**config.mk**
```make
export PLATFORM = sky130hd
export DESIGN_NAME = rptr_fwft_out
export DESIGN_NICKNAME = d
export VERILOG_FILES = /design/src/rtl/rptr_fwft_out.sv
export SDC_FILE = /design/constraint.sdc
export NUM_CORES = 1
export LEC_CHECK = 0
export ABC_AREA = 1
export CORE_ASPECT_RATIO = 1.4
export CORE_MARGIN = 2
export CORE_UTILIZATION = 48
export CTS_CLUSTER_SIZE = 12
export DETAILED_ROUTE_END_ITERATION = 10
export HOLD_SLACK_MARGIN = 0.08
export PLACE_DENSITY_LB_ADDON = 0.1
export SYNTH_ARGS = -nofsm -noshare
export SYNTH_HDL_FRONTEND = slang
export SYNTH_SLANG_ARGS = --single-unit
export TNS_END_PERCENT = 100
```
**constraint.sdc**
```tcl
create_clock -name rclk -period 3.2 [get_ports rclk]
set_clock_uncertainty 0.15 [all_clocks]
set_input_delay 0.64 -clock rclk [delete_from_list [all_inputs] [get_ports rclk]]
set_output_delay 0.64 -clock rclk [all_outputs]
set_load 0.02 [all_outputs]
```
**src/rtl/rptr_fwft_out.sv**
```systemverilog
// Read-domain FWFT output stage: turns rinc/rempty pops plus 1-cycle memory read
// data into a valid/ready stream through a 2-entry buffer (ent0 is always the head).
module rptr_fwft_out #(
  parameter int DSIZE = 8
) (
  input  logic             rclk,
  input  logic             rrst_n,
  input  logic             rempty,
  input  logic [DSIZE-1:0] rdata,
  output logic             rinc,
  output logic             m_valid,
  input  logic             m_ready,
  output logic [DSIZE-1:0] m_data,
  output logic [1:0]       level
);

  logic             pop_d;
  logic [1:0]       occ;
  logic [1:0]       occ_n;
  logic [1:0]       wr_idx;
  logic [DSIZE-1:0] ent0;
  logic [DSIZE-1:0] ent1;
  logic [DSIZE-1:0] ent0_n;
  logic [DSIZE-1:0] ent1_n;
  logic             deq;
  logic [2:0]       free;

  assign m_valid = (occ != 2'd0);
  assign deq     = m_valid & m_ready;
  assign free    = 3'd2 - {1'b0, occ} - {2'b0, pop_d} + {2'b0, deq};
  assign rinc    = ~rempty & (free != 3'd0);
  assign occ_n   = occ + {1'b0, pop_d} - {1'b0, deq};
  // Tail slot after this cycle's dequeue shift; only meaningful when pop_d=1.
  assign wr_idx  = occ - {1'b0, deq};

  always_comb begin
    ent0_n = ent0;
    ent1_n = ent1;
    if (deq) begin
      ent0_n = ent1;
    end
    if (pop_d) begin
      if (wr_idx == 2'd0) begin
        ent0_n = rdata;
      end else begin
        ent1_n = rdata;
      end
    end
  end

  always_ff @(posedge rclk or negedge rrst_n) begin
    if (!rrst_n) begin
      pop_d <= 1'b0;
      occ   <= '0;
      ent0  <= '0;
      ent1  <= '0;
    end else begin
      pop_d <= rinc;
      occ   <= occ_n;
      ent0  <= ent0_n;
      ent1  <= ent1_n;
    end
  end

  assign m_data = ent0;
  assign level  = occ;

  a_no_overfill: assert property (@(posedge rclk) disable iff (!rrst_n)
    (({1'b0, occ} + {2'b0, pop_d}) <= 3'd2));

endmodule

```
Word-level counts from Yosys, hierarchy flattened:

Cells that the tools add are included.

* flip-flop bits (word level): 19
* input port bits: 12
* output and inout bits: 12
* word-level logic and storage cells: 21

* add/subtract/negate cells: 6
* multiplexer cells: 3
* bitwise gates (word level): 4
* reductions and logical operators: 4

Operator list (count)
* 8-bit 2-to-1 mux: 3
* 2-bit by 1-bit subtractor with 2-bit output: 2
* 3-bit by 1-bit adder with 3-bit output: 1
* 3-bit nonzero test: 1
* 2-bit by 2-bit subtractor with 3-bit output (first input constant): 1
* 3-bit by 1-bit subtractor with 3-bit output: 1
* 2-bit by 1-bit adder with 2-bit output: 1
* 1-bit AND: 2
* 2-bit zero test: 1
* 1-bit NOT: 2
* 2-bit AND reduction: 1
* 2-bit nonzero test: 1

Logic depth before layout (Yosys ltp):

* depth in word-level cells: 6
* depth in mapped cells: 10
* gate-level depth less buffers: 9

Least setup slack after synthesis:

No wires, ideal clock.

* path kind: in2out
* from: input port m_ready
* to: output port rinc
* data arrival time: 2101 ps
* required time: 2410 ps
* path slack: 309 ps
* stages: 10
* path through: buf_6 > o21ai_2 > inv_1 > fa_1 > inv_1 > ha_1 > inv_1 > nor3_1 > or2_2 > inv_1

* word-level cells in the longest chain between the ends: 4

RTL lines
* start: declaration: RTL line 12 `input logic m_ready,`
* 1-bit AND: RTL line 29 `assign deq = m_valid & m_ready;`
* 3-bit by 1-bit adder with 3-bit output: RTL line 30 `assign free = 3'd2 - {1'b0, occ} - {2'b0, pop_d} + {2'b0, deq};`
* 3-bit nonzero test: RTL line 31 `assign rinc = ~rempty & (free != 3'd0);`
* 1-bit AND: RTL line 31
* end: declaration: RTL line 10 `output logic rinc,`

No other way between the ends.

Worst setup path after layout:

Same ends and word-level chain as after synthesis.

==> reports/results.ini <==
[global_route]
grt_remaining_overflow = 0
antenna_found_initial = 0
grt_max_degree = 20
grt_pass1_wl_um = 3580
grt_pass1_vias = 800
grt_util_all_layers_pct = 18.8

[setup_path]
cp_cell_sequence = dlygate4sd2_1, o21ai_2, inv_2, fa_1, inv_1, ha_1, inv_1, nor3_1, or2_2, inv_1, buf_4
cp-end-kind = primary output
crit_family = buffers and inverters
critPathArrivalTime_ps = 2240
path_buf_inv = 6
cpPeakStageDelay_ps = 350
cp.required_ps = 2410
cpMaxStageDelayCell = fa_1
r2r-end = pop_d
crit_cells = 11
reg2reg_depth = 9
worst-path-max-fanout = 2
reg2reg_from = level[0]
rrSetupSlack_ps = 1240
worstSetupPathType = primary input to primary output
cpMostUsedCell = inv_1
startpoint_type = primary input
worstSetupEndpoint = rinc
crit_start = m_ready

[power]
leakage_nw = 0.724
total_power_mw = 1.43
ir_drop_mv = 0.727
power.density_mw_per_mm2 = 1070

[routing]
via_count = 855
drtIter0Drc = 13
drcViolationCount = 0
viasPerCell = 4.83
finalWirelength_um = 2170
wl_per_cell_um = 12.2
postRouteAntennaNets = 0
dr.pass1.iters = 3

[synth]
ys_types = 17
ys_seq_area_share_pct = 46.2
yosys.area.top_type_share_pct = 46.2
syn_area_per_cell_um2 = 8.24
synthesis.nets = 141
synth_cells = 125
ys_ff_latch = 19
syn-cell-area_mm2 = 0.00103
yosysWarnings = 0
synth_top_area_cell = dfrtp_1
synth_area_leaders = dfrtp_1 (46%), nand2_1 (15%), nand3_1 (12%)

[placement]
place_ws_ps = -514
dpl.hpwl_um = 1610
routabilityCongestion = 0.778
io_buffers = 23

[cts]
clock_latency_ps = 290
cts_tree = done
htreeDepth = 1
numCtsBuffers = 3
clock_path_buffers = 2
cts_num_sinks = 19
cts_root_buf = clkbuf_4
cts_hold_buffers = 0
path_clk_slew_ps = 100

[finish]
drive_gt1_share_pct = 13.5
antenna_cells = 0
final_core_util_pct = 67.0
final_nets = 173
multiInputGateArea_um2 = 439
fillers = 190
regArea_um2 = 475
area_delta_synth_final_pct = 29.9

[floorplanning]
start_util_pct = 51.6
io_pins = 24
die_h_um = 58.8
die_w_um = 43.1
die_area_mm2 = 0.00254
rows = 19
core_mm2 = 0.00200

[timing]
finalSetupViolations = 0
relSlewSlack_pct = 42.8
finalHoldViolations = 0
post-route-period-util_pct = 94.6
post-route-min-period_ps = 3030
rsz0062_at_grt = false
finalMaxSlewViolations = 0
tightestPinTransition_ps = 855
whs_ps = 330
max_freq_mhz = 330
fin_ws_ps = 173

[status]
status = complete, no violations

[min_path]
hold_class = flip-flop to flip-flop

[run]
max-cap-violations = 0

## where the power goes
group | internal, mW | switching (mW)
Combinational | 0.373 | 0.507
Sequential | 0.365 | 0.0666
Clock | 0.0484 | 0.0704
Total | 0.786 | 0.644
## area by class of cell
class	count	share of cell area [%]
flip-flops and latches	19	35.5
well taps	21	1.96
multi-input cells	79	32.8
repair buffers	29	20.3
clock buffers	4	1.96
inverters	25	7.39
## routing by layer
metal  vias to the layer above  wire, um  GRT usage, %
met2                        15      1160          34.1
met4                         0        16          8.23
met1                       392       921          21.8
li1                        446         -             -
met3                         2        63          2.15
met5                         -         0             0
## Yosys cell counts, drive strengths merged
| cell type | count |
|---|---|
| ha | 3 |
| nand3 | 24 |
| buf | 2 |
| inv | 25 |
| fa | 1 |
| or2 | 1 |
| nor3 | 1 |
| xnor2 | 2 |
| dfrtp | 19 |
| o21ai | 2 |
| nand2 | 45 |
## state kept, by name, summed over array words and instances (netlist names)
| name | flops |
|---|---|
| ent1 | 8 |
| m_data | 8 |
| pop_d | 1 |
| level | 2 |
## through the flow
stage | cell area (um2) | setup TNS [ps] | cells
after floorplan | 1030 | 0 | 125
after global placement | 1310 | -431 | 172
after detailed placement | 1310 | -514 | 172
after CTS | 1340 | 0 | 177
after global routing | 1340 | 0 | 177
final | 1340 | 0 | 177
## repair_timing
| item | in CTS | in global routing |
|---|---|---|
| setup buffers | 1 | 0 |
| endpoints found under the setup margin | 1 | 0 |
| gates resized for setup | 7 | 0 |
## how the worst min path moves through the flow
stage | start | endpoint | slack (ps) | cells past startpoint
2_1_floorplan | rrst_n | ent1[0] | 190 | 0
3_3_place_gp | ent1[1] | ent1[1] | 300 | 2
3_5_place_dp | ent1[1] | ent1[1] | 310 | 2
4_1_cts | ent1[7] | ent1[7] | 330 | 2
5_1_grt | ent1[1] | ent1[1] | 360 | 2
6_report | ent1[5] | ent1[5] | 330 | 2
## tightest hold or removal path: stages, from the launching register on
cell and delay (ps):
dfrtp_1 350, nand2_1 50, nand2_1 50
## kinds of logic (layout without fill, tap and decap cells)
group	after synthesis	after routing	synth area share [%]
compound gates	2	2	2.43
xor+xnor	2	2	1.70
fa+ha+maj	4	4	5.59
buf+inv	27	58	11.2
flops	19	19	46.2
simple gates	71	71	32.9
## cells in the final DEF, fill, tap and decap left out, drive strengths merged
cell type and instances:
or2 1, xnor2 2, inv 25, clkdlybuf4s50 21, dfrtp 19, dlygate4sd2 1
clkbuf 4, nor3 1, o21ai 2, nand3 24, nand2 45, buf 7
ha 3, fa 1
No activity file was read; power rests on OpenSTA's default activity.
